## src/rtl/cache_refill_ctrl_pkg.sv

```systemverilog
// Shared defines for the cache refill path.
// Holds the address/word/block geometry, the refill FSM state type and a
// saturating-increment helper for the refill counter.
package cache_refill_ctrl_pkg;

    localparam int unsigned ADDRESS_LEN     = 15;
    localparam int unsigned WORD_LEN        = 32;
    localparam int unsigned WORDS_PER_BLOCK = 4;
    localparam int unsigned OFFSET_LEN      = $clog2(WORDS_PER_BLOCK);
    localparam int unsigned CACHE_BLOCK_LEN = WORD_LEN * WORDS_PER_BLOCK;
    localparam int unsigned CACHE_INDEX_LEN = ADDRESS_LEN - 1 - OFFSET_LEN;
    localparam int unsigned REFILL_CNT_LEN  = 16;

    typedef enum logic [1:0] {
        ST_IDLE,
        ST_ISSUE,
        ST_WAIT,
        ST_FILL
    } refill_state_t;

    function automatic logic [REFILL_CNT_LEN-1:0] sat_inc(input logic [REFILL_CNT_LEN-1:0] v);
        return (v == '1) ? v : v + REFILL_CNT_LEN'(1);
    endfunction

endpackage

```

## src/rtl/cache_refill_ctrl_if.sv

```systemverilog
// Bundle of the refill controller's request, memory and fill signals.
//   req_valid/req_addr/req_ready      : miss request from the cache
//   mem_rd_en/mem_addr                : read strobe and word address to memory
//   mem_rd_valid/mem_rd_data          : returned memory word
//   fill_we/fill_index/fill_tag/
//   fill_data                         : block write into the cache data array
//   refill_cnt                        : saturating count of completed refills
// master = controller side, slave = cache/memory side.
interface cache_refill_ctrl_if #(
    parameter int unsigned ADDRESS_LEN     = cache_refill_ctrl_pkg::ADDRESS_LEN,
    parameter int unsigned WORD_LEN        = cache_refill_ctrl_pkg::WORD_LEN,
    parameter int unsigned WORDS_PER_BLOCK = cache_refill_ctrl_pkg::WORDS_PER_BLOCK
);
    localparam int unsigned INDEX_LEN = ADDRESS_LEN - 1 - $clog2(WORDS_PER_BLOCK);
    localparam int unsigned BLOCK_LEN = WORD_LEN * WORDS_PER_BLOCK;

    logic                   req_valid;
    logic [ADDRESS_LEN-1:0] req_addr;
    logic                   req_ready;
    logic                   mem_rd_en;
    logic [ADDRESS_LEN-1:0] mem_addr;
    logic                   mem_rd_valid;
    logic [WORD_LEN-1:0]    mem_rd_data;
    logic                   fill_we;
    logic [INDEX_LEN-1:0]   fill_index;
    logic                   fill_tag;
    logic [BLOCK_LEN-1:0]   fill_data;
    logic [15:0]            refill_cnt;

    modport master (
        input  req_valid, req_addr, mem_rd_valid, mem_rd_data,
        output req_ready, mem_rd_en, mem_addr, fill_we, fill_index, fill_tag,
               fill_data, refill_cnt
    );

    modport slave (
        output req_valid, req_addr, mem_rd_valid, mem_rd_data,
        input  req_ready, mem_rd_en, mem_addr, fill_we, fill_index, fill_tag,
               fill_data, refill_cnt
    );

endinterface

```

## src/rtl/cache_refill_ctrl_block_assembler.sv

```systemverilog
// Cache block assembly register.
// Ports:
//   clk, rst   : clock, synchronous active-high reset (clears the block)
//   lane_we    : write lane_data into lane lane_sel this cycle
//   lane_sel   : lane (word offset) to write
//   lane_data  : word to write
//   block      : assembled block, lane k at bits [k*WORD_LEN +: WORD_LEN]
module block_assembler #(
    parameter int unsigned WORD_LEN        = cache_refill_ctrl_pkg::WORD_LEN,
    parameter int unsigned WORDS_PER_BLOCK = cache_refill_ctrl_pkg::WORDS_PER_BLOCK,
    parameter int unsigned LANE_SEL_LEN    = $clog2(WORDS_PER_BLOCK)
) (
    input  logic                                clk,
    input  logic                                rst,
    input  logic                                lane_we,
    input  logic [LANE_SEL_LEN-1:0]             lane_sel,
    input  logic [WORD_LEN-1:0]                 lane_data,
    output logic [WORD_LEN*WORDS_PER_BLOCK-1:0] block
);

    always_ff @(posedge clk) begin
        if (rst) begin
            block <= '0;
        end else begin
            for (int unsigned k = 0; k < WORDS_PER_BLOCK; k++) begin
                if (lane_we && (lane_sel == LANE_SEL_LEN'(k))) begin
                    block[k*WORD_LEN +: WORD_LEN] <= lane_data;
                end
            end
        end
    end

endmodule

```

## src/rtl/cache_refill_ctrl.sv

```systemverilog
// Cache miss refill controller.
// Accepts a miss address, fetches the containing block from main memory one
// word at a time (offsets in ascending order, one outstanding read), then
// writes the assembled block into the cache in a single fill cycle.
// Ports:
//   clk  : clock, all state on the rising edge
//   rst  : synchronous active-high reset
//   bus  : request / memory / fill signals (cache_refill_ctrl_if.master)
module cache_refill_ctrl #(
    parameter int unsigned ADDRESS_LEN     = cache_refill_ctrl_pkg::ADDRESS_LEN,
    parameter int unsigned WORD_LEN        = cache_refill_ctrl_pkg::WORD_LEN,
    parameter int unsigned WORDS_PER_BLOCK = cache_refill_ctrl_pkg::WORDS_PER_BLOCK
) (
    input  logic                 clk,
    input  logic                 rst,
    cache_refill_ctrl_if.master  bus
);
    import cache_refill_ctrl_pkg::*;

    localparam int unsigned OFF_LEN  = $clog2(WORDS_PER_BLOCK);
    localparam int unsigned BASE_LEN = ADDRESS_LEN - OFF_LEN;
    localparam int unsigned IDX_LEN  = BASE_LEN - 1;
    localparam int unsigned BLK_LEN  = WORD_LEN * WORDS_PER_BLOCK;

    refill_state_t           state;
    // Only the block-aligned part of the base address is stored; its offset
    // bits are zero by construction.
    logic [BASE_LEN-1:0]     base_blk;
    logic [OFF_LEN-1:0]      word_cnt;
    logic [OFF_LEN-1:0]      next_cnt;
    logic                    ready_q;
    logic                    rd_en_q;
    logic [ADDRESS_LEN-1:0]  mem_addr_q;
    logic                    fill_we_q;
    logic [15:0]             refill_cnt_q;
    logic                    lane_we;
    logic [BLK_LEN-1:0]      block;
    logic                    last_word;
    logic                    unused_addr_bits;

    assign next_cnt         = word_cnt + OFF_LEN'(1);
    assign last_word        = (word_cnt == OFF_LEN'(WORDS_PER_BLOCK - 1));
    assign unused_addr_bits = ^bus.req_addr[OFF_LEN-1:0];

    // Data is captured only in WAIT; returns in any other state are dropped.
    assign lane_we = (state == ST_WAIT) && bus.mem_rd_valid;

    block_assembler #(
        .WORD_LEN        (WORD_LEN),
        .WORDS_PER_BLOCK (WORDS_PER_BLOCK)
    ) u_block_assembler (
        .clk       (clk),
        .rst       (rst),
        .lane_we   (lane_we),
        .lane_sel  (word_cnt),
        .lane_data (bus.mem_rd_data),
        .block     (block)
    );

    always_ff @(posedge clk) begin
        if (rst) begin
            state        <= ST_IDLE;
            base_blk     <= '0;
            word_cnt     <= '0;
            ready_q      <= 1'b1;
            rd_en_q      <= 1'b0;
            mem_addr_q   <= '0;
            fill_we_q    <= 1'b0;
            refill_cnt_q <= '0;
        end else begin
            unique case (state)
                ST_IDLE: begin
                    if (bus.req_valid) begin
                        base_blk   <= bus.req_addr[ADDRESS_LEN-1:OFF_LEN];
                        word_cnt   <= '0;
                        ready_q    <= 1'b0;
                        rd_en_q    <= 1'b1;
                        mem_addr_q <= {bus.req_addr[ADDRESS_LEN-1:OFF_LEN], {OFF_LEN{1'b0}}};
                        state      <= ST_ISSUE;
                    end
                end
                ST_ISSUE: begin
                    rd_en_q    <= 1'b0;
                    mem_addr_q <= '0;
                    state      <= ST_WAIT;
                end
                ST_WAIT: begin
                    if (bus.mem_rd_valid) begin
                        if (last_word) begin
                            fill_we_q <= 1'b1;
                            state     <= ST_FILL;
                        end else begin
                            word_cnt   <= next_cnt;
                            rd_en_q    <= 1'b1;
                            mem_addr_q <= {base_blk, next_cnt};
                            state      <= ST_ISSUE;
                        end
                    end
                end
                ST_FILL: begin
                    fill_we_q    <= 1'b0;
                    refill_cnt_q <= sat_inc(refill_cnt_q);
                    ready_q      <= 1'b1;
                    state        <= ST_IDLE;
                end
                default: begin
                    state <= ST_IDLE;
                end
            endcase
        end
    end

    assign bus.req_ready  = ready_q;
    assign bus.mem_rd_en  = rd_en_q;
    assign bus.mem_addr   = mem_addr_q;
    assign bus.fill_we    = fill_we_q;
    assign bus.fill_index = base_blk[IDX_LEN-1:0];
    assign bus.fill_tag   = base_blk[BASE_LEN-1];
    assign bus.fill_data  = block;
    assign bus.refill_cnt = refill_cnt_q;

endmodule

```

## src/flat_wrapper.sv

```systemverilog
// flat-port wrapper written by rule: the top's interface ports become plain ports
module cache_refill_ctrl_flat import cache_refill_ctrl_pkg::*;
#(
    parameter int unsigned ADDRESS_LEN     = cache_refill_ctrl_pkg::ADDRESS_LEN,
    parameter int unsigned WORD_LEN        = cache_refill_ctrl_pkg::WORD_LEN,
    parameter int unsigned WORDS_PER_BLOCK = cache_refill_ctrl_pkg::WORDS_PER_BLOCK
)
  (clk, rst, bus_req_valid, bus_req_addr, bus_mem_rd_valid, bus_mem_rd_data, bus_req_ready, bus_mem_rd_en, bus_mem_addr, bus_fill_we, bus_fill_index, bus_fill_tag, bus_fill_data, bus_refill_cnt);
  cache_refill_ctrl_if #(.ADDRESS_LEN(ADDRESS_LEN), .WORD_LEN(WORD_LEN), .WORDS_PER_BLOCK(WORDS_PER_BLOCK)) bus_i ();
  input  logic clk;
  input  logic rst;
  input wire logic [$bits(bus_i.req_valid)-1:0] bus_req_valid;
  input wire logic [$bits(bus_i.req_addr)-1:0] bus_req_addr;
  input wire logic [$bits(bus_i.mem_rd_valid)-1:0] bus_mem_rd_valid;
  input wire logic [$bits(bus_i.mem_rd_data)-1:0] bus_mem_rd_data;
  output wire logic [$bits(bus_i.req_ready)-1:0] bus_req_ready;
  output wire logic [$bits(bus_i.mem_rd_en)-1:0] bus_mem_rd_en;
  output wire logic [$bits(bus_i.mem_addr)-1:0] bus_mem_addr;
  output wire logic [$bits(bus_i.fill_we)-1:0] bus_fill_we;
  output wire logic [$bits(bus_i.fill_index)-1:0] bus_fill_index;
  output wire logic [$bits(bus_i.fill_tag)-1:0] bus_fill_tag;
  output wire logic [$bits(bus_i.fill_data)-1:0] bus_fill_data;
  output wire logic [$bits(bus_i.refill_cnt)-1:0] bus_refill_cnt;
  assign bus_i.req_valid = bus_req_valid;
  assign bus_i.req_addr = bus_req_addr;
  assign bus_i.mem_rd_valid = bus_mem_rd_valid;
  assign bus_i.mem_rd_data = bus_mem_rd_data;
  assign bus_req_ready = bus_i.req_ready;
  assign bus_mem_rd_en = bus_i.mem_rd_en;
  assign bus_mem_addr = bus_i.mem_addr;
  assign bus_fill_we = bus_i.fill_we;
  assign bus_fill_index = bus_i.fill_index;
  assign bus_fill_tag = bus_i.fill_tag;
  assign bus_fill_data = bus_i.fill_data;
  assign bus_refill_cnt = bus_i.refill_cnt;
  cache_refill_ctrl #(.ADDRESS_LEN(ADDRESS_LEN), .WORD_LEN(WORD_LEN), .WORDS_PER_BLOCK(WORDS_PER_BLOCK)) u_core (.clk(clk), .rst(rst), .bus(bus_i));
endmodule
```

## config.mk

```make
export PLATFORM = sky130hd
export DESIGN_NAME = cache_refill_ctrl_flat
export DESIGN_NICKNAME = d
export VERILOG_FILES = /design/src/rtl/cache_refill_ctrl_pkg.sv /design/src/rtl/cache_refill_ctrl_if.sv /design/src/rtl/cache_refill_ctrl_block_assembler.sv /design/src/rtl/cache_refill_ctrl.sv /design/src/flat_wrapper.sv
export SDC_FILE = /design/constraint.sdc
export NUM_CORES = 1
export LEC_CHECK = 0
export CAP_MARGIN = 20
export CORE_AREA = 10 10 142 144
export DETAILED_ROUTE_END_ITERATION = 12
export DIE_AREA = 0 0 152 154
export PLACE_DENSITY = 0.7
export SKIP_CTS_REPAIR_TIMING = 1
export SLEW_MARGIN = 20
export SYNTH_ARGS = -nofsm -noshare
export SYNTH_HDL_FRONTEND = slang
export SYNTH_SLANG_ARGS = --single-unit
```

## constraint.sdc

```tcl
create_clock -name clk -period 2.8 [get_ports clk]
set_input_delay 0.28 -clock clk [delete_from_list [all_inputs] [get_ports clk]]
set_output_delay 0.28 -clock clk [all_outputs]
set_load 0.03 [all_outputs]
```

# [After elaboration in Yosys (flattened, before gate mapping)]
# Cells that the tools add are included.
[word_totals] wordCells=65 ff_bits=179 inputBits=51
[classes] muxes=21 eq_ne=11 bitwise_logic=1 addsub=2 n_reduce_logical=18
[ops] operator="two-way mux 15 bit" count=3
[ops] operator="case mux 15 bit (3 select lines)" count=1
[ops] operator="adder 16 x 1 -> 16 bit, second input constant" count=1
[ops] operator="equality test 16 bit, second input constant" count=1
[ops] operator="two-way mux 2 bit" count=6
[ops] operator="equality test 2 bit, second input constant" count=4
[ops] operator="case mux 2 bit (4 select lines)" count=1
[ops] operator="AND reduction 2 bit" count=4
[ops] operator="AND reduction 4 bit" count=2
[ops] operator="two-way mux 1 bit" count=6
[ops] operator="inequality test 2 bit, second input constant" count=3
[ops] operator="nonzero test 2 bit" count=3
[ops] operator="logical AND 1 bit" count=5
[ops] operator="equality test 2 x 1 -> 1 bit, second input constant" count=2
[ops] operator="zero test 2 bit" count=2
[ops] operator="case mux 1 bit (2 select lines)" count=2
[ops] operator="case mux 2 bit (2 select lines)" count=1
[ops] operator="case mux 1 bit (3 select lines)" count=1
[ops] operator="AND reduction 3 bit" count=1
[ops] operator="nonzero test 3 bit" count=1
[ops] operator="adder 2 x 1 -> 2 bit, second input constant" count=1
[ops] operator="inequality test 2 x 1 -> 1 bit, second input constant" count=1
[ops] operator="inverter 1 bit" count=1

# [Longest topological paths before layout]
# Gate-level depths: netlist (run 1).
[depth] ltp_word=4 ltp_mapped=8 mapped_depth_nobuf=6

# [Cells and area by module]
# Synthesis (run 1) repeated with hierarchy kept, for this count alone.
[hier_totals] hier_cells=730 hier_area_um2=7428.4
[modules_own_cells] module="block_assembler" cells_per_inst=454 seq_area_each_um2=2562.5 instances=1 area_each_um2=5063.6
[modules_own_cells] module="cache_refill_ctrl" cells_per_inst=276 seq_area_each_um2=1021.0 instances=1 area_each_um2=2364.8

# [Worst setup path before layout (run 1)]
# No wires, ideal clock.
[synth_path] path_type="reg2reg" start="register u_core.state[0]" end="register u_core.refill_cnt_q[15], in the netlist u_core.bus.refill_cnt[15]" required_ps=2730 path_slack_ps=786 arrival_time_ps=1944 path_stages_with_launch=7 period_less_slack_ps=2014 cell_sequence="dfxtp_1 -> ha_1 -> and3_1 -> buf_4 -> or4b_4 -> or4_1 -> a21oi_1"
[synth_via] elab_chain_len=2
[synth_rtl] element="from (decl)" line_no="cache_refill_ctrl.sv:25" source="refill_state_t state;"
[synth_rtl] element="from (signal assigned)" line_no="cache_refill_ctrl.sv:62" source="state <= ST_IDLE;"
[synth_rtl] element="from (signal assigned)" line_no="cache_refill_ctrl.sv:79" source="state <= ST_ISSUE;"
[synth_rtl] element="from (signal assigned)" line_no="cache_refill_ctrl.sv:85" source="state <= ST_WAIT;"
[synth_rtl] element="equality test 2 bit" line_no="cache_refill_ctrl.sv:71" source="unique case (state)"
[synth_rtl] element="AND reduction 2 bit (no line)"
[synth_rtl] element="to (signal assigned)" line_no="cache_refill_ctrl.sv:102" source="refill_cnt_q <= sat_inc(refill_cnt_q);"
[synth_rtl] element="to (decl)" line_no="cache_refill_ctrl.sv:35" source="logic [15:0] refill_cnt_q;"
# No other way between the ends.
# A chain may end at the register's enable or synchronous reset.

# [Worst setup path after layout (run 1)]
[layout_path] start="register u_core.state[1]" end="register u_core.refill_cnt_q[15], in the netlist u_core.bus.refill_cnt[15]"
# The elaborated chain is that of the path after synthesis.

==> summary.txt, run 1 <==
Synthesis
  • Gate Count Post-Synth: 854
  • Mapped Area: 6770 um2
  • Sequential-to-total area share from yosys stat: 53.0%
  • Ranking of synthesized cells by area: dfxtp_1 53%, nand2_1 16%, a21oi_1 12%
  • Syn_area_per_cell: 7.92 um2
  • Post-synth EDFFs: 0
  • Yosys warns: 0
  • Most used flip-flop cell after synthesis: dfxtp_1
  • Yosys top cell area share: 53.0%
  • Post-synth top cells: 292 x nand2_1, 179 x dfxtp_1, 157 x a21oi_1, 59 x clkbuf_1, 28 x nor2_1
  • Count leader, synth: nand2_1
  • Yosys reg bits: 179
  • Synth Net Count: 915
  • Yosys top cell by area: dfxtp_1
  • Distinct cell type count of the synthesized netlist: 35
  • Asr flop ratio synth: 0%

Global routing
  • Largest net degree at the start of global routing: 89
  • Remaining Overflow, GRT: 0
  • Initial antenna violation count: 1
  • First-pass GRT wire length: 34700 um
  • Gr usage total: 18.1%
  • Vias in the first global route: 6134

Outcome
  • Run status: finished clean

STA
  • Setup tns final: 0 ns
  • Pins Over Slew Limit: 0
  • Fmax: 440 MHz
  • Normalized max-slew margin: 49.7%
  • Final Hold Viols: 0
  • Final period util: 81.2%
  • # setup viols final: 0
  • Slew at the pin with the worst max-slew slack: 0.754 ns
  • Slack of the critical path: 0.526 ns
  • Fin Clk Skew: 0.00925 ns
  • RSZ-0062 raised after global routing: no
  • Period minus WS final: 2.27 ns

Setup path
  • WP data required: 3.16 ns
  • CP delay by family, top: simple AND/OR/NAND/NOR gates
  • Max incr delay on CP: 0.52 ns
  • Kind of critical path: reg -> reg
  • Critical Path AT: 2.63 ns
  • CP bufs+invs: 0
  • Worst setup EP type: flip-flop
  • Setup crit start kind: flip-flop
  • Crit Path Max Fanout: 7
  • Crit-path cells: ha_1 -> and3_1 -> or4b_4 -> or4_1 -> a21oi_1
  • Crit-path slowest cell: or4b_4

CTS
  • H-tree Lvls: 4
  • Clock slew at reported path FFs: 0.07 ns
  • Clk buf depth: 2
  • CTS sink cnt: 179
  • CTS tree: built
  • CTS root buf: clkbuf_16
  • Worst-Skew Late Latency: 0.42 ns
  • CTS buffer count: 17

Placed design
  • Placed wire-length estimate: 15500 um
  • RePlAce Congestion: 0.796
  • IO Port Bufs: 223
  • Pre-CTS setup slack: 0.561 ns

Floorplan
  • Die W: 152 um
  • Ports: 226
  • Row cnt: 48
  • Core footprint: 17200 um2
  • Die H: 154 um
  • Die ar.: 23400 um2
  • Initial core utilization: 39.4%

Routing
  • Number of DRC markers in iteration 0: 330
  • Via count: 6479
  • Drt pass-1 iters: 5
  • DRC errors left: 0
  • Final antenna-violating net count: 0
  • Vias per inst: 5.01
  • Final wirelength: 22000 um
  • Drt wl/cell: 17.0 um

Power and ir drop
  • Max VDD drop: 414 uV
  • Power per Cell Area: 621 nW/um2
  • Static Leak: 3.31 nW

Min path
  • HP Class: in -> reg

Cells and area
  • Finished Core Util: 57.0%
  • Nets: 1114
  • Area Growth Syn to Fin: 44.8%
  • Share of cells above drive strength 1: 5.35%

Run
  • Max-cap violations: 0
-- layer usage --
metal,routed length [um],global-route usage (%),part of all wire [%]
met1,9950,22.6,45
met2,10300,28.7,47
met3,1260,4.99,5.7
met4,471,7.75,2.1
met5,0,0,0
-- registers in the layout, indices dropped and copies added (netlist names) --
signal / flops
u_core.u_block_assembler.block: 128
u_core.bus.refill_cnt: 16
u_core.bus.mem_addr: 15
u_core.base_blk: 13
u_core.state: 2
u_core.word_cnt: 2
u_core.bus.fill_we: 1
u_core.bus.mem_rd_en: 1
u_core.bus.req_ready: 1
-- worst register-to-register path, delay by kind of cell, from the launching register on --
family	cells	cell delay, ns
adders and majority gates	1	0.34
and+or+nand+nor	3	1.34
DFF	1	0.39
AOI/OAI and AO/OA	1	0.14
-- logic make-up after synthesis --
| logic type | count (synthesis) | synth area share (%) |
|---|---|---|
| compound gates | 190 | 15.2 |
| mux | 6 | 0.980 |
| buf+inv | 69 | 3.88 |
| flops | 179 | 53.0 |
| fa+ha+maj | 10 | 1.85 |
| simple gates | 400 | 25.1 |
-- worst paths after layout --
path / slack, ns / cells past startpoint / start / to
worst max-delay path: 0.53 / 5 / u_core.state[1] / u_core.bus.refill_cnt[15]
worst min-delay path: 0.19 / 2 / rst / u_core.bus.refill_cnt[2]
worst max register to register: 0.53 / 5 / u_core.state[1] / u_core.bus.refill_cnt[15]
worst min register to register: 0.45 / 2 / u_core.u_block_assembler.block[116] / u_core.u_block_assembler.block[116]
-- final cells by class --
| cell class | count | area (um2) |
|---|---|---|
| Antenna cell | 1 | 2.50 |
| Clock buffer | 20 | 457 |
| Inverter | 7 | 26.3 |
| Clock inverter | 12 | 130 |
| Fill cell | 1624 | 7380 |
| Timing Repair Buffer | 242 | 2400 |
| Sequential cell | 179 | 3580 |
| Tap cell | 225 | 282 |
| Multi-Input combinational cell | 606 | 2920 |
-- stage by stage --
step                power, W  std cells  cell area (um2)  hold slack (ns)
finish               0.00608       1292             9800            0.188
detailed placement   0.00378       1259             9210            0.446
CTS                  0.00615       1291             9800            0.172
global route         0.00632       1292             9800            0.203
global placement     0.00376       1259             9210            0.441
floorplan            0.00335        854             6770            0.416
-- power by group --
part / internal, W / total [W] / switching, W
combinational: 0.000380 / 0.000993 / 0.000612
clock: 0.00137 / 0.00237 / 0.00100
sequential: 0.00265 / 0.00272 / 0.0000672
total: 0.00440 / 0.00608 / 0.00168
-- cells in the final DEF (no fill, tap or decap), drive strengths merged, types with 2 or more instances in the layout --
cell type,instances
nand2,292
clkdlybuf4s50,222
dfxtp,179
a21oi,157
nor2,28
nand3,22
buf,20
clkbuf,20
nand2b,17
a311oi,13
ha,10
nand4,9
inv,9
o21ai,7
clkinv,7
and3,6
nor2b,5
or3,5
mux2,5
o31ai,4
a211oi,3
a31oi,3
nor3,3
or4,3
and2,2
nor4,2
and4,2
o21bai,2
bufinv,2
No activity file was read; power rests on OpenSTA's default activity.
==> run 2, diff against run 1 <==
==> constraint.sdc (replaced) <==
create_clock -name clk -period 2.1 [get_ports clk]
set_input_delay 0.21 -clock clk [delete_from_list [all_inputs] [get_ports clk]]
set_output_delay 0.21 -clock clk [all_outputs]
set_load 0.03 [all_outputs]
==> run 2 against run 1 <==
Net effect: combinational power is 37% higher; core utilization is 0.65 points higher; highest routed layer unchanged; worst hold slack better by 0.055 ns; sequential share of layout area is 0.41 points lower; wire length is 0.40% lower; non-clock buffer count is 4 higher; clock power is 38% higher; total power is 35% higher; first-iteration DRC count is 7.9% lower; largest cell class unchanged; cell count hardly changed; setup slack worse by 0.37 ns; via count is 0.42% lower.
==> summary.txt, run 2 (same netlist as run 1, synthesis figures left out) <==
Outcome
  • Run status: finished clean

STA
  • Period minus WS final: 1.95 ns (-0.328 ns)
  • Normalized max-slew margin: 47.7% (-2.0 points)
  • Setup tns final: 0 ns (unchanged)
  • RSZ-0062 raised after global routing: no
  • Final period util: 92.7% (+11 points)
  • Fmax: 514 MHz (+17%)
  • Final Hold Viols: 0 (unchanged)
  • Pins Over Slew Limit: 0 (unchanged)
  • Slew at the pin with the worst max-slew slack: 0.784 ns (+0.0299 ns)
  • # setup viols final: 0 (unchanged)
  • Fin Clk Skew: 0.00908 ns (-0.000172 ns)

Global routing
  • First-pass GRT wire length: 34800 um (+0.18%)
  • Gr usage total: 18.1% (about the same)
  • Remaining Overflow, GRT: 0 (unchanged)
  • Largest net degree at the start of global routing: 76 (-15%)
  • Initial antenna violation count: 0 (-1)
  • Vias in the first global route: 6144 (+0.16%)

Placed design
  • Placed Area: 9310 um2 (+1.1%)
  • Placed wire-length estimate: 15300 um (-1.5%)
  • IO Port Bufs: 223 (unchanged)
  • RePlAce Congestion: 0.790 (-0.80%)
  • DP Cell Count: 1263 (+0.32%)

CTS
  • CTS buffer count: 17 (unchanged)
  • Worst-Skew Late Latency: 0.42 ns (about the same)
  • CTS root buf: clkbuf_16
  • H-tree Lvls: 4 (unchanged)
  • Clk buf depth: 2 (unchanged)
  • Clock slew at reported path FFs: 0.07 ns (about the same)
  • CTS sink cnt: 179 (unchanged)
  • CTS tree: built

Cells and area
  • Most flops, register: u_core.u_block_assembler.block
  • Share of cells above drive strength 1: 5.62% (+0.27 points)
  • Largest register FFs: 128 (unchanged)
  • Most frequent cells in the layout: 292 x nand2_1, 222 x clkdlybuf4s50_1, 179 x dfxtp_1
  • Most common cell after layout, fill and taps aside: nand2_1
  • Finished Layout Cells: 1293 (+0.077%)
  • Area Growth Syn to Fin: 46.4%
  • Post-route cell area: 9910 um2 (+1.1%)
  • Antenna fix cells: 0 (-1)
  • Nets: 1118 (+0.36%)

Floorplan
  • Row cnt: 48 (unchanged)
  • Die W: 152 um (unchanged)
  • Die ar.: 23400 um2 (unchanged)
  • Core footprint: 17200 um2 (unchanged)
  • Initial core utilization: 39.4% (unchanged)
  • Ports: 226 (unchanged)
  • Die H: 154 um (unchanged)

Routing
  • DRC errors left: 0 (unchanged)
  • Drt pass-1 iters: 4 (-1)
  • Number of DRC markers in iteration 0: 304 (-7.9%)
  • Drt wl/cell: 16.9 um (-0.48%)
  • Vias per inst: 4.99 (-0.49%)
  • Final wirelength: 21900 um (-0.40%)
  • Via count: 6452 (-0.42%)
  • Final antenna-violating net count: 0 (unchanged)

Run
  • Max-cap violations: 0 (unchanged)

Setup path
  • Crit Path Max Fanout: 5 (-2)
  • Setup crit start kind: flip-flop
  • Setup crit start: u_core.state[1]
  • Worst setup EP type: flip-flop
  • Kind of critical path: reg -> reg
  • WP data required: 2.45 ns (-0.71 ns)
  • Origin of the critical flop-to-flop path: u_core.state[1]
  • Critical Path AT: 2.30 ns (-0.33 ns)

Power and ir drop
  • Power per Cell Area: 832 nW/um2 (+34%)
  • Max VDD drop: 523 uV (+26%)
  • Total power: 0.00824 W (+35%)
  • Static Leak: 3.36 nW (+1.4%)

Min path
  • Hold path startpoint: rst
  • HP Class: in -> reg
## run 2: cell types whose count changed in the layout (fill, tap and decap cells not counted)
cell        previous run  this run
clkinv_4               2         0
diode_2                1         0
bufinv_16              2         3
clkinv_2               5         3
clkinvlp_4             1         3
clkbuf_1               1         0
buf_12                 2         8
inv_6                  1         2
buf_4                 18        16
clkbuf_8               2         1
## run 2: path summary, 6_finish.rpt
kind,cells past startpoint,slack (ns),end
worst max-delay path,5,0.15,u_core.bus.refill_cnt[15]
worst min register to register,2,0.45,u_core.u_block_assembler.block[26]
worst max register to register,5,0.15,u_core.bus.refill_cnt[15]
worst min-delay path,2,0.24,u_core.bus.refill_cnt[10]
## run 2: area by class of cell
cell class	instances	area, um2
fill	1611	7270
sequential	179	3580
multi-input combinational	606	2920
timing repair buffer	246	2500
clock buffer	18	439
tap	225	282
clock inverter	12	156
inverter	7	26.3
## run 2: routing by layer
| layer | GRT usage (%) | up-vias | wire length [um] |
|---|---|---|---|
| li1 | - | 3246 | - |
| met1 | 22.9 | 2992 | 9900 |
| met2 | 28.6 | 199 | 10100 |
| met3 | 5.91 | 15 | 1610 |
| met4 | 5.73 | 0 | 286 |
| met5 | 0 | - | 0 |
## run 2: metrics by stage
stage | hold WS, ns | utilization, % | setup WS (ns)
after floorplan | 0.346 | - | 0.0860
after global placement | 0.441 | 54.2 | 0.184
after detailed placement | 0.445 | 54.2 | 0.179
after CTS | 0.223 | 57.7 | 0.161
after global routing | 0.252 | 57.7 | 0.0240
final | 0.243 | 57.7 | 0.154
## run 2: power by group
group,internal [W],switching (W)
logic,0.000534,0.000827
registers,0.00354,0.0000843
clock network,0.00190,0.00135
## run 2: worst max-delay path: stages (launching register included)
cell and delay [ns]:
dfxtp_1 0.41, ha_1 0.20, and3_1 0.18, or4b_4 0.48, or4_1 0.47, a21oi_1 0.14
==> run 3, diff against run 2 <==
--- a/config.mk
+++ b/config.mk
@@ -6,10 +6,12 @@
 export NUM_CORES = 1
 export LEC_CHECK = 0
 export CAP_MARGIN = 20
-export CORE_AREA = 10 10 142 144
+export CELL_PAD_IN_SITES_DETAIL_PLACEMENT = 1
+export CELL_PAD_IN_SITES_GLOBAL_PLACEMENT = 1
+export CORE_AREA = 10 10 157 159
 export DETAILED_ROUTE_END_ITERATION = 12
-export DIE_AREA = 0 0 152 154
-export PLACE_DENSITY = 0.7
+export DIE_AREA = 0 0 167 169
+export PLACE_DENSITY_LB_ADDON = 0.1
 export SKIP_CTS_REPAIR_TIMING = 1
 export SLEW_MARGIN = 20
 export SYNTH_ARGS = -nofsm -noshare
==> run 3 against run 2 <==
Net effect: die area is 21% higher; via count grew 1.1%; global-route usage fell by 0.90 points; first-iteration DRC count increased by 5.9%; fmax grew 0.33%.
==> summary.txt, run 3 (same netlist as run 1, synthesis figures left out) <==
Outcome
  • Run status: finished clean

Cells and area
  • Largest register FFs: 128 (unchanged)
  • Most common cell after layout, fill and taps aside: nand2_1
  • Finished Core Util: 46.8% (-11 points)
  • Nets: 1131 (+1.2%)
  • Area Growth Syn to Fin: 49.0%
  • Share of cells above drive strength 1: 6.83% (+1.2 points)
  • Most flops, register: u_core.u_block_assembler.block
  • Most frequent cells in the layout: 292 x nand2_1, 222 x clkdlybuf4s50_1, 179 x dfxtp_1

Placed design
  • Placed wire-length estimate: 17500 um (+14%)
  • RePlAce Congestion: 0.780 (-1.3%)
  • IO Port Bufs: 223 (unchanged)

Setup path
  • Worst setup EP type: flip-flop
  • Kind of critical path: reg -> reg
  • Setup crit start kind: flip-flop
  • Flop-to-flop setup slack: 0.16 ns (about the same)
  • WP data required: 2.45 ns (about the same)
  • Crit Path Max Fanout: 5 (unchanged)
  • Critical Path AT: 2.29 ns (about the same)

Global routing
  • Vias in the first global route: 6672 (+8.6%)
  • Largest net degree at the start of global routing: 67 (-12%)
  • Gr usage total: 17.2% (-0.90 points)
  • Initial antenna violation count: 0 (unchanged)
  • Remaining Overflow, GRT: 0 (unchanged)
  • First-pass GRT wire length: 39200 um (+13%)

Routing
  • Drt wl/cell: 18.1 um (+7.0%)
  • Final wirelength: 24700 um (+13%)
  • Number of DRC markers in iteration 0: 322 (+5.9%)
  • DRC errors left: 0 (unchanged)
  • Drt pass-1 iters: 4 (unchanged)
  • Vias per inst: 4.78 (-4.1%)
  • Final antenna-violating net count: 0 (unchanged)
  • Via count: 6526 (+1.1%)

STA
  • Min Hold Slack: 0.211 ns (-0.0322 ns)
  • Slew at the pin with the worst max-slew slack: 0.563 ns (-0.221 ns)
  • Final Hold Viols: 0 (unchanged)
  • Fmax: 516 MHz (+0.33%)
  • Final period util: 92.4% (-0.30 points)
  • Normalized max-slew margin: 62.1% (+14 points)
  • Setup tns final: 0 ns (unchanged)
  • Pins Over Slew Limit: 0 (unchanged)
  • # setup viols final: 0 (unchanged)
  • Period minus WS final: 1.94 ns (-0.00638 ns)
  • RSZ-0062 raised after global routing: no
  • Fin Clk Skew: 0.00906 ns (-0.0000218 ns)

Power and ir drop
  • Max VDD drop: 495 uV (-5.4%)
  • Static Leak: 3.42 nW (+1.9%)
  • Power per Cell Area: 824 nW/um2 (-0.97%)

Floorplan
  • Row cnt: 54 (+13%)
  • Die W: 167 um (+9.9%)
  • Ports: 226 (unchanged)
  • Die H: 169 um (+9.7%)
  • Initial core utilization: 31.4% (-8.0 points)
  • Core footprint: 21600 um2 (+25%)
  • Die ar.: 28200 um2 (+21%)

CTS
  • CTS tree: built
  • Clk buf depth: 2 (unchanged)
  • CTS sink cnt: 179 (unchanged)
  • CTS buffer count: 17 (unchanged)
  • H-tree Lvls: 4 (unchanged)
  • Worst-Skew Late Latency: 0.43 ns (about the same)
  • CTS root buf: clkbuf_16
  • Clock slew at reported path FFs: 0.07 ns (about the same)

Run
  • Max-cap violations: 0 (unchanged)

Min path
  • HP Class: in -> reg
## run 3: cell types whose count changed in the layout (fill, tap and decap cells not counted), sizes merged
cell	previous run	this run
clkinv	3	4
inv	10	12
diode	0	1
clkinvlp	3	1
clkbuf	18	20
bufinv	3	2
buf	24	37
## run 3: power breakdown
group | leakage [nW] | internal [W] | switching (W)
sequential | 1.45 | 0.00354 | 0.0000884
combinational | 1.69 | 0.000580 | 0.000846
clock | 0.288 | 0.00181 | 0.00144
total | 3.42 | 0.00593 | 0.00237
## run 3: final cells by class
cell class / instances / area [um2]
timing repair buffer: 259 / 2600
tap: 280 / 350
clock inverter: 12 / 145
clock buffer: 20 / 447
inverter: 7 / 26.3
sequential: 179 / 3580
antenna: 1 / 2.50
multi-input combinational: 606 / 2930
fill: 2534 / 11500
## run 3: final timing paths
| path | endpoint | start | cells past startpoint |
|---|---|---|---|
| min | u_core.bus.refill_cnt[10] | rst | 2 |
| max | u_core.bus.refill_cnt[15] | u_core.state[1] | 5 |
| max reg2reg | u_core.bus.refill_cnt[15] | u_core.state[1] | 5 |
| min reg2reg | u_core.u_block_assembler.block[69] | u_core.u_block_assembler.block[69] | 2 |
## run 3: through the flow
step           setup WS (ns)  cell area (um2)  instances  power, W
3_3_place_gp           0.192             9490       1331   0.00514
6_report               0.160            10100       1364   0.00830
3_5_place_dp           0.176             9490       1331   0.00516
2_1_floorplan         0.0860             6770        854   0.00446
5_1_grt               0.0212            10100       1363   0.00871
4_1_cts                0.144            10100       1363   0.00844
## run 3: critical path: stages (launching register included)
cell and delay [ns]:
dfxtp_1 0.41, ha_1 0.20, and3_1 0.17, or4b_4 0.47
or4_1 0.48, a21oi_1 0.15
## run 3: per-layer routing
metal | up-vias | global-route usage, % | part of all wire [%] | wire [um]
met5 | - | 0 | 0 | 0
met4 | 0 | 4.12 | 0.87 | 215
met3 | 18 | 4.63 | 5.6 | 1400
met2 | 140 | 28.1 | 47 | 11700
met1 | 3093 | 22.1 | 46 | 11400
li1 | 3275 | - | - | -
